==> src/rtl/fir_pkg.sv <==
`default_nettype none
// ============================================================================
// Module   : fir_pkg
// Purpose  : Shared FIR constants and sequencer state encoding.
// Revision : 1.0  initial release
// ============================================================================
package fir_pkg;

    localparam int FIR_DATA_WIDTH = 16;
    localparam int FIR_TAPS       = 128;
    localparam int FIR_ACC_WIDTH  = 40;

    typedef enum logic [2:0] {
        ST_CLEAR  = 3'd0,
        ST_IDLE   = 3'd1,
        ST_WRITE  = 3'd2,
        ST_READ   = 3'd3,
        ST_DRAIN  = 3'd4,
        ST_OUTPUT = 3'd5
    } state_t;

endpackage
`default_nettype wire

==> src/rtl/fir_tap_sequencer_if.sv <==
`default_nettype none
// ============================================================================
// Module   : fir_tap_sequencer_if
// Purpose  : Sample handshake, BRAM address/data and result bundle.
// Revision : 1.0  initial release
// ============================================================================
interface fir_tap_sequencer_if
    import fir_pkg::*;
#(
    parameter int DATA_WIDTH = FIR_DATA_WIDTH,
    parameter int ADDR_WIDTH = $clog2(FIR_TAPS)
) ();

    logic                         i_sample_valid;
    logic signed [DATA_WIDTH-1:0] i_sample;
    logic                         o_sample_ready;
    logic                         o_we_en;
    logic        [ADDR_WIDTH-1:0] o_addr_wr;
    logic signed [DATA_WIDTH-1:0] o_data_wr;
    logic        [ADDR_WIDTH-1:0] o_addr_rd;
    logic        [ADDR_WIDTH-1:0] o_coef_addr;
    logic signed [DATA_WIDTH-1:0] i_sample_rd;
    logic signed [DATA_WIDTH-1:0] i_coef_rd;
    logic signed [DATA_WIDTH-1:0] o_result;
    logic                         o_result_valid;
    logic                         o_busy;

    modport master (
        input  i_sample_valid, i_sample, i_sample_rd, i_coef_rd,
        output o_sample_ready, o_we_en, o_addr_wr, o_data_wr, o_addr_rd,
               o_coef_addr, o_result, o_result_valid, o_busy
    );

    modport slave (
        output i_sample_valid, i_sample, i_sample_rd, i_coef_rd,
        input  o_sample_ready, o_we_en, o_addr_wr, o_data_wr, o_addr_rd,
               o_coef_addr, o_result, o_result_valid, o_busy
    );

endinterface
`default_nettype wire

==> src/rtl/fir_mac.sv <==
`default_nettype none
// ============================================================================
// Module   : fir_mac
// Purpose  : Signed multiply-accumulate with synchronous clear.
// Revision : 1.0  initial release
// ============================================================================
module fir_mac
    import fir_pkg::*;
#(
    parameter int DATA_WIDTH = FIR_DATA_WIDTH,
    parameter int ACC_WIDTH  = FIR_ACC_WIDTH
) (
    input  wire logic                         clk,
    input  wire logic                         rst_n,
    input  wire logic                         i_clear,
    input  wire logic                         i_enable,
    input  wire logic signed [DATA_WIDTH-1:0] i_a,
    input  wire logic signed [DATA_WIDTH-1:0] i_b,
    output logic signed      [ACC_WIDTH-1:0]  o_acc
);

    logic signed [2*DATA_WIDTH-1:0] prod;
    logic signed [ACC_WIDTH-1:0]    prod_ext;
    logic signed [ACC_WIDTH-1:0]    acc_d;
    logic signed [ACC_WIDTH-1:0]    acc_q;

    always_comb begin
        prod     = i_a * i_b;
        prod_ext = {{(ACC_WIDTH-2*DATA_WIDTH){prod[2*DATA_WIDTH-1]}}, prod};
        acc_d    = acc_q;
        if (i_clear) begin
            acc_d = '0;
        end else if (i_enable) begin
            acc_d = acc_q + prod_ext;
        end
    end

    always_ff @(posedge clk or negedge rst_n) begin
        if (!rst_n) begin
            acc_q <= '0;
        end else begin
            acc_q <= acc_d;
        end
    end

    assign o_acc = acc_q;

endmodule
`default_nettype wire

==> src/rtl/fir_tap_sequencer.sv <==
`default_nettype none
// ============================================================================
// Module   : fir_tap_sequencer
// Purpose  : Circular-buffer FIR controller driving one shared MAC.
// Revision : 1.0  initial release
// ============================================================================
module fir_tap_sequencer
    import fir_pkg::*;
#(
    parameter int DATA_WIDTH = FIR_DATA_WIDTH,
    parameter int TAPS       = FIR_TAPS,
    parameter int ADDR_WIDTH = $clog2(TAPS),
    parameter int ACC_WIDTH  = FIR_ACC_WIDTH
) (
    input wire logic            clk,
    input wire logic            i_rstn,
    fir_tap_sequencer_if.master bus
);

    localparam logic [ADDR_WIDTH:0]   CNT_TAPS = (ADDR_WIDTH+1)'(TAPS);
    localparam logic [ADDR_WIDTH-1:0] K_LAST   = ADDR_WIDTH'(TAPS-1);
    localparam logic signed [ACC_WIDTH-1:0] SAT_MAX =
        ACC_WIDTH'((64'sd1 <<< (DATA_WIDTH-1)) - 64'sd1);
    localparam logic signed [ACC_WIDTH-1:0] SAT_MIN = ~SAT_MAX;

    state_t                       state_q, state_d;
    logic        [ADDR_WIDTH:0]   cnt_q, cnt_d;
    logic        [ADDR_WIDTH-1:0] wr_ptr_q, wr_ptr_d;
    logic                         sample_ready_q, sample_ready_d;
    logic                         we_en_q, we_en_d;
    logic        [ADDR_WIDTH-1:0] addr_wr_q, addr_wr_d;
    logic signed [DATA_WIDTH-1:0] data_wr_q, data_wr_d;
    logic        [ADDR_WIDTH-1:0] addr_rd_q, addr_rd_d;
    logic        [ADDR_WIDTH-1:0] coef_addr_q, coef_addr_d;
    logic signed [DATA_WIDTH-1:0] result_q, result_d;
    logic                         result_valid_q, result_valid_d;
    logic                         busy_q, busy_d;

    logic                         mac_clear;
    logic                         mac_en;
    logic signed [ACC_WIDTH-1:0]  acc;
    logic signed [ACC_WIDTH-1:0]  acc_shift;
    logic signed [DATA_WIDTH-1:0] result_sat;
    logic        [ADDR_WIDTH-1:0] k;
    logic        [ADDR_WIDTH-1:0] k_next;

    fir_mac #(
        .DATA_WIDTH (DATA_WIDTH),
        .ACC_WIDTH  (ACC_WIDTH)
    ) u_mac (
        .clk      (clk),
        .rst_n    (i_rstn),
        .i_clear  (mac_clear),
        .i_enable (mac_en),
        .i_a      (bus.i_sample_rd),
        .i_b      (bus.i_coef_rd),
        .o_acc    (acc)
    );

    always_comb begin
        acc_shift = acc >>> (DATA_WIDTH-1);
        if (acc_shift > SAT_MAX) begin
            result_sat = SAT_MAX[DATA_WIDTH-1:0];
        end else if (acc_shift < SAT_MIN) begin
            result_sat = SAT_MIN[DATA_WIDTH-1:0];
        end else begin
            result_sat = acc_shift[DATA_WIDTH-1:0];
        end
    end

    assign k      = cnt_q[ADDR_WIDTH-1:0];
    assign k_next = k + ADDR_WIDTH'(1);

    // Outputs are registered from the next state so they line up with state_q.
    always_comb begin
        state_d        = state_q;
        cnt_d          = cnt_q;
        wr_ptr_d       = wr_ptr_q;
        sample_ready_d = 1'b0;
        we_en_d        = 1'b0;
        addr_wr_d      = addr_wr_q;
        data_wr_d      = data_wr_q;
        addr_rd_d      = addr_rd_q;
        coef_addr_d    = coef_addr_q;
        result_d       = result_q;
        result_valid_d = 1'b0;
        mac_clear      = 1'b0;
        mac_en         = 1'b0;

        case (state_q)
            ST_CLEAR: begin
                if (cnt_q == CNT_TAPS) begin
                    state_d        = ST_IDLE;
                    sample_ready_d = 1'b1;
                end else begin
                    we_en_d   = 1'b1;
                    addr_wr_d = cnt_q[ADDR_WIDTH-1:0];
                    data_wr_d = '0;
                    cnt_d     = cnt_q + (ADDR_WIDTH+1)'(1);
                end
            end
            ST_IDLE: begin
                if (bus.i_sample_valid) begin
                    state_d   = ST_WRITE;
                    we_en_d   = 1'b1;
                    addr_wr_d = wr_ptr_q;
                    data_wr_d = bus.i_sample;
                end else begin
                    sample_ready_d = 1'b1;
                end
            end
            ST_WRITE: begin
                mac_clear   = 1'b1;
                cnt_d       = '0;
                addr_rd_d   = wr_ptr_q;
                coef_addr_d = '0;
                state_d     = ST_READ;
            end
            ST_READ: begin
                // Read data trails the address by one cycle, so tap 0 lands next cycle.
                mac_en = (k != '0);
                if (k == K_LAST) begin
                    state_d = ST_DRAIN;
                end else begin
                    cnt_d       = cnt_q + (ADDR_WIDTH+1)'(1);
                    addr_rd_d   = wr_ptr_q - k_next;
                    coef_addr_d = k_next;
                end
            end
            ST_DRAIN: begin
                mac_en   = 1'b1;
                wr_ptr_d = wr_ptr_q + ADDR_WIDTH'(1);
                state_d  = ST_OUTPUT;
            end
            ST_OUTPUT: begin
                result_d       = result_sat;
                result_valid_d = 1'b1;
                sample_ready_d = 1'b1;
                state_d        = ST_IDLE;
            end
            default: begin
                state_d = ST_CLEAR;
                cnt_d   = '0;
            end
        endcase

        busy_d = (state_d != ST_IDLE);
    end

    always_ff @(posedge clk or negedge i_rstn) begin
        if (!i_rstn) begin
            state_q        <= ST_CLEAR;
            cnt_q          <= '0;
            wr_ptr_q       <= '0;
            sample_ready_q <= 1'b0;
            we_en_q        <= 1'b0;
            addr_wr_q      <= '0;
            data_wr_q      <= '0;
            addr_rd_q      <= '0;
            coef_addr_q    <= '0;
            result_q       <= '0;
            result_valid_q <= 1'b0;
            busy_q         <= 1'b0;
        end else begin
            state_q        <= state_d;
            cnt_q          <= cnt_d;
            wr_ptr_q       <= wr_ptr_d;
            sample_ready_q <= sample_ready_d;
            we_en_q        <= we_en_d;
            addr_wr_q      <= addr_wr_d;
            data_wr_q      <= data_wr_d;
            addr_rd_q      <= addr_rd_d;
            coef_addr_q    <= coef_addr_d;
            result_q       <= result_d;
            result_valid_q <= result_valid_d;
            busy_q         <= busy_d;
        end
    end

    assign bus.o_sample_ready = sample_ready_q;
    assign bus.o_we_en        = we_en_q;
    assign bus.o_addr_wr      = addr_wr_q;
    assign bus.o_data_wr      = data_wr_q;
    assign bus.o_addr_rd      = addr_rd_q;
    assign bus.o_coef_addr    = coef_addr_q;
    assign bus.o_result       = result_q;
    assign bus.o_result_valid = result_valid_q;
    assign bus.o_busy         = busy_q;

endmodule
`default_nettype wire

==> src/flat_wrapper.sv <==
// flat-port wrapper written by rule: the top's interface ports become plain ports
module fir_tap_sequencer_flat import fir_pkg::*;
#(
    parameter int DATA_WIDTH = FIR_DATA_WIDTH,
    parameter int TAPS       = FIR_TAPS,
    parameter int ADDR_WIDTH = $clog2(TAPS),
    parameter int ACC_WIDTH  = FIR_ACC_WIDTH
)
  (clk, i_rstn, bus_i_sample_valid, bus_i_sample, bus_i_sample_rd, bus_i_coef_rd, bus_o_sample_ready, bus_o_we_en, bus_o_addr_wr, bus_o_data_wr, bus_o_addr_rd, bus_o_coef_addr, bus_o_result, bus_o_result_valid, bus_o_busy);
  fir_tap_sequencer_if #(.DATA_WIDTH(DATA_WIDTH), .ADDR_WIDTH(ADDR_WIDTH)) bus_i ();
  input wire logic clk;
  input wire logic i_rstn;
  input wire logic [$bits(bus_i.i_sample_valid)-1:0] bus_i_sample_valid;
  input wire logic [$bits(bus_i.i_sample)-1:0] bus_i_sample;
  input wire logic [$bits(bus_i.i_sample_rd)-1:0] bus_i_sample_rd;
  input wire logic [$bits(bus_i.i_coef_rd)-1:0] bus_i_coef_rd;
  output wire logic [$bits(bus_i.o_sample_ready)-1:0] bus_o_sample_ready;
  output wire logic [$bits(bus_i.o_we_en)-1:0] bus_o_we_en;
  output wire logic [$bits(bus_i.o_addr_wr)-1:0] bus_o_addr_wr;
  output wire logic [$bits(bus_i.o_data_wr)-1:0] bus_o_data_wr;
  output wire logic [$bits(bus_i.o_addr_rd)-1:0] bus_o_addr_rd;
  output wire logic [$bits(bus_i.o_coef_addr)-1:0] bus_o_coef_addr;
  output wire logic [$bits(bus_i.o_result)-1:0] bus_o_result;
  output wire logic [$bits(bus_i.o_result_valid)-1:0] bus_o_result_valid;
  output wire logic [$bits(bus_i.o_busy)-1:0] bus_o_busy;
  assign bus_i.i_sample_valid = bus_i_sample_valid;
  assign bus_i.i_sample = bus_i_sample;
  assign bus_i.i_sample_rd = bus_i_sample_rd;
  assign bus_i.i_coef_rd = bus_i_coef_rd;
  assign bus_o_sample_ready = bus_i.o_sample_ready;
  assign bus_o_we_en = bus_i.o_we_en;
  assign bus_o_addr_wr = bus_i.o_addr_wr;
  assign bus_o_data_wr = bus_i.o_data_wr;
  assign bus_o_addr_rd = bus_i.o_addr_rd;
  assign bus_o_coef_addr = bus_i.o_coef_addr;
  assign bus_o_result = bus_i.o_result;
  assign bus_o_result_valid = bus_i.o_result_valid;
  assign bus_o_busy = bus_i.o_busy;
  fir_tap_sequencer #(.DATA_WIDTH(DATA_WIDTH), .TAPS(TAPS), .ADDR_WIDTH(ADDR_WIDTH), .ACC_WIDTH(ACC_WIDTH)) u_core (.clk(clk), .i_rstn(i_rstn), .bus(bus_i));
endmodule
==> config.mk <==
export PLATFORM = sky130hd
export DESIGN_NAME = fir_tap_sequencer_flat
export DESIGN_NICKNAME = d
export VERILOG_FILES = /design/src/rtl/fir_pkg.sv /design/src/rtl/fir_tap_sequencer_if.sv /design/src/rtl/fir_mac.sv /design/src/rtl/fir_tap_sequencer.sv /design/src/flat_wrapper.sv
export SDC_FILE = /design/constraint.sdc
export NUM_CORES = 1
export LEC_CHECK = 0
export CAP_MARGIN = 20
export CORE_MARGIN = 5
export CORE_UTILIZATION = 56
export DETAILED_ROUTE_END_ITERATION = 10
export GPL_ROUTABILITY_DRIVEN = 1
export PLACE_DENSITY = 0.85
export SLEW_MARGIN = 40
export SYNTH_ARGS = -nofsm -noshare
export SYNTH_HDL_FRONTEND = slang
export SYNTH_SLANG_ARGS = --single-unit
==> constraint.sdc <==
create_clock -name clk -period 4.65 [get_ports clk]
set_input_delay 0.93 -clock clk [delete_from_list [all_inputs] [get_ports clk]]
set_output_delay 0.93 -clock clk [all_outputs]
set_load 0.05 [all_outputs]
==> impl_metrics.tcl <==
set metrics [dict create \
    synth_top_area_cell "fa_1" \
    wl_um 70800 \
    grt_setup_unrepaired "true" \
    dp_hpwl_um 36500 \
    grt_max_degree 61 \
    fin_area_mm2 0.0240 \
    cts_tree "done" \
    fin_skew_ps 10.7 \
    gp_congestion 0.952 \
    synth-edff-count 0 \
    area_growth_pct 38.6 \
    cp.required_ps 4940 \
    min_period_ps 6860 \
    cp-start-kind "primary input" \
    ys_seq_area_share_pct 16.6 \
    drv_slew 0 \
    cap_violations 0 \
    synthArstFlopShare_pct 100 \
    yosysWarnings 0 \
    clkLatencyLatePin_ps 410 \
    place_inst 2506 \
    syn_inst 1873 \
    cp_data_arrival_time_ps 7140 \
    yosys.area.top_type_share_pct 38.3 \
    drtPass1Iterations 7 \
    antenna_cells 0 \
    dpl_cell_area_mm2 0.0208 \
    drive_above_1_share_pct 33.0 \
    relSlewSlack_pct 48.7 \
    max_freq_mhz 146 \
    clock-root-buffer "clkbuf_16" \
    cts_buffers 17 \
    vias 16924 \
    io_buffers 107 \
    clockBufferDepth 2 \
    grt_pass1_vias 17473 \
    fillers 1557 \
    postCtsHoldBufs 0 \
    path_common_cell "fa_1" \
    tightest_slew_ps 768 \
    track_usage_pct 33.7 \
    clkTransAtPathRegs_ps 60 \
    synth.area.top_cells "fa_1, dfrtp_1, inv_1" \
    synth_ff_type "dfrtp_1" \
    synth_nets 2379 \
    violations "negative setup slack" \
    setup_violations 34 \
    ys_types 61 \
    fin_ws_ps -2210 \
    dieWidth_um 186 \
    start_util_pct 56.7 \
    antenna_found_initial 0 \
    wl_per_cell_um 26.4 \
    grt_pass1_wl_um 90800 \
    cts_sinks 115 \
    r2r_slack_ps -1060 \
    synth_area_mm2 0.0173 \
    hold_class "reg -> reg" \
    h-tree-depth 4 \
    via_per_inst 6.32 \
    path_class "in -> reg" \
    stdcell_count 2676 \
    rows 64 \
    coreArea_mm2 0.0305 \
    grt_overflow 0 \
    drc 0 \
    hold_viol_final 0 \
    io_pins 108 \
    critical-path-max-stage-delay_ps 580 \
    status "finished with violations" \
    fin_nets 2773 \
    syn_avg_cell_area_um2 9.23 \
    die_area_mm2 0.0345 \
    crit_fanout 6 \
    die_h_um 186 \
    antenna_left 0 \
    ys_seq_elements 115 \
    crit_slowest_cell "fa_1" \
    end_kind "flip-flop" \
    dr.first_iter.drc_count 2330 \
    period_share_pct 147 \
]
[final cells by class]
cell class | instances | area [µm²] | area share, %
clock buffer | 21 | 460 | 1.92
clock inverter | 11 | 153 | 0.637
inverter | 421 | 1590 | 6.62
multi-input combinational | 1269 | 14100 | 59.0
sequential | 115 | 2880 | 12.0
tap | 396 | 495 | 2.07
timing repair buffer | 443 | 4260 | 17.8
[through the flow]
stage	hold WS (ps)	util, %	worst slack (ps)	setup TNS [ps]
2_1_floorplan	447	-	-1580	-35390
4_1_cts	481	75.3	-1570	-39760
3_3_place_gp	461	68.1	-2330	-65810
5_1_grt	510	78.6	-2370	-58520
6_report	477	78.6	-2210	-55720
3_5_place_dp	470	68.1	-2470	-69680
[layout by cell type (no fill, tap or decap), types with 7 or more instances in the layout]
cell,count
buf_4,231
a21o_1,20
o211ai_1,7
nor3_1,8
nand2_1,222
and2_1,75
and2_4,43
buf_8,8
dfrtp_1,115
inv_1,337
clkbuf_16,18
nand3_1,18
fa_1,291
o31ai_1,8
o21ai_1,28
nor2_1,51
xnor2_2,8
buf_6,82
buf_2,13
a21oi_2,11
nor2_2,11
inv_2,82
clkdlybuf4s50_1,74
xnor2_1,22
o21ai_0,46
xor2_1,22
ha_1,84
nand2_4,20
mux2i_1,7
nand2_2,27
a21oi_1,39
fa_2,40
buf_12,21
o21ai_2,9
a21oi_4,7
ha_4,37
[state kept, by name, indices dropped and copies added, names as in the netlist]
signal and cells:
u_core.bus.o_data_wr 16, u_core.bus.o_we_en 1, u_core.bus.o_addr_wr 7, u_core.wr_ptr_q 7
u_core.bus.o_result_valid 1, u_core.bus.o_sample_ready 1, u_core.u_mac.o_acc 40, u_core.bus.o_busy 1
u_core.cnt_q 8, u_core.bus.o_coef_addr 7, u_core.state_q 3, u_core.bus.o_addr_rd 7
u_core.bus.o_result 16
[what timing repair did]
action,in CTS,in global routing
resized for setup,356,225
pin swaps,177,180
gates cloned,15,1
endpoints found under the setup margin,34,34
setup buffers,80,58
[final timing paths]
kind                                                from                       end  cells after the start
min in group asynchronous                         i_rstn        u_core.wr_ptr_q[5]                      1
worst min-delay path            u_core.bus.o_data_wr[12]  u_core.bus.o_data_wr[12]                      2
max in group asynchronous                         i_rstn    u_core.bus.o_result[9]                      2
worst max-delay path                 bus_i_sample_rd[15]    u_core.u_mac.o_acc[32]                     26
worst min register to register  u_core.bus.o_data_wr[12]  u_core.bus.o_data_wr[12]                      2
worst max register to register     u_core.u_mac.o_acc[7]    u_core.u_mac.o_acc[25]                     19
[cells by family after synthesis]
group                      after synthesis  synth area share, %
AOI/OAI and AO/OA                      229                 8.28
xor gates and xnor gates                55                 2.79
adders and majority gates              455                 47.3
buffers and inverters                  489                 10.6
DFF                                    115                 16.6
muxes                                    9                0.535
and+or+nand+nor                        521                 13.8
[Yosys cell counts, types with 2 or more instances]
master / number
a211o_1: 2
a211oi_1: 5
a21o_1: 20
a21oi_1: 56
a221o_1: 2
a22o_1: 2
a311oi_1: 2
a31oi_1: 5
and2_1: 118
and3_1: 4
and4_1: 2
buf_1: 3
buf_2: 5
clkbuf_1: 60
dfrtp_1: 115
fa_1: 331
ha_1: 124
inv_1: 421
mux2_2: 2
mux2i_1: 7
nand2_1: 270
nand2b_1: 5
nand3_1: 24
nand4_1: 5
nor2_1: 65
nor2b_1: 5
nor3_1: 11
nor3b_1: 2
o2111ai_1: 2
o211a_1: 2
o211ai_1: 7
o21a_1: 5
o21ai_0: 57
o21ai_1: 27
o21bai_1: 4
o31ai_1: 11
o41ai_1: 5
or2_1: 2
or3_1: 3
xnor2_1: 31
xor2_1: 24
[worst max-delay path: cells and delay by family]
| family | cells | cell delay, ps |
|---|---|---|
| compound gates | 4 | 660 |
| xor+xnor | 1 | 240 |
| simple gates | 3 | 440 |
| fa+ha+maj | 7 | 3160 |
| buf+inv | 11 | 1680 |
[layer usage]
metal / up-vias / wire [µm] / GRT usage [%]
met2: 1653 / 31300 / 57.6
met4: 0 / 8180 / 19.3
met1: 8031 / 22100 / 39.4
met3: 765 / 9170 / 7.43
li1: 6475 / - / -
met5: - / 0 / 0
Power is left out: the tool's default activity adds up to more than one toggle a clock period on the data nets, which glitch-free logic cannot reach.
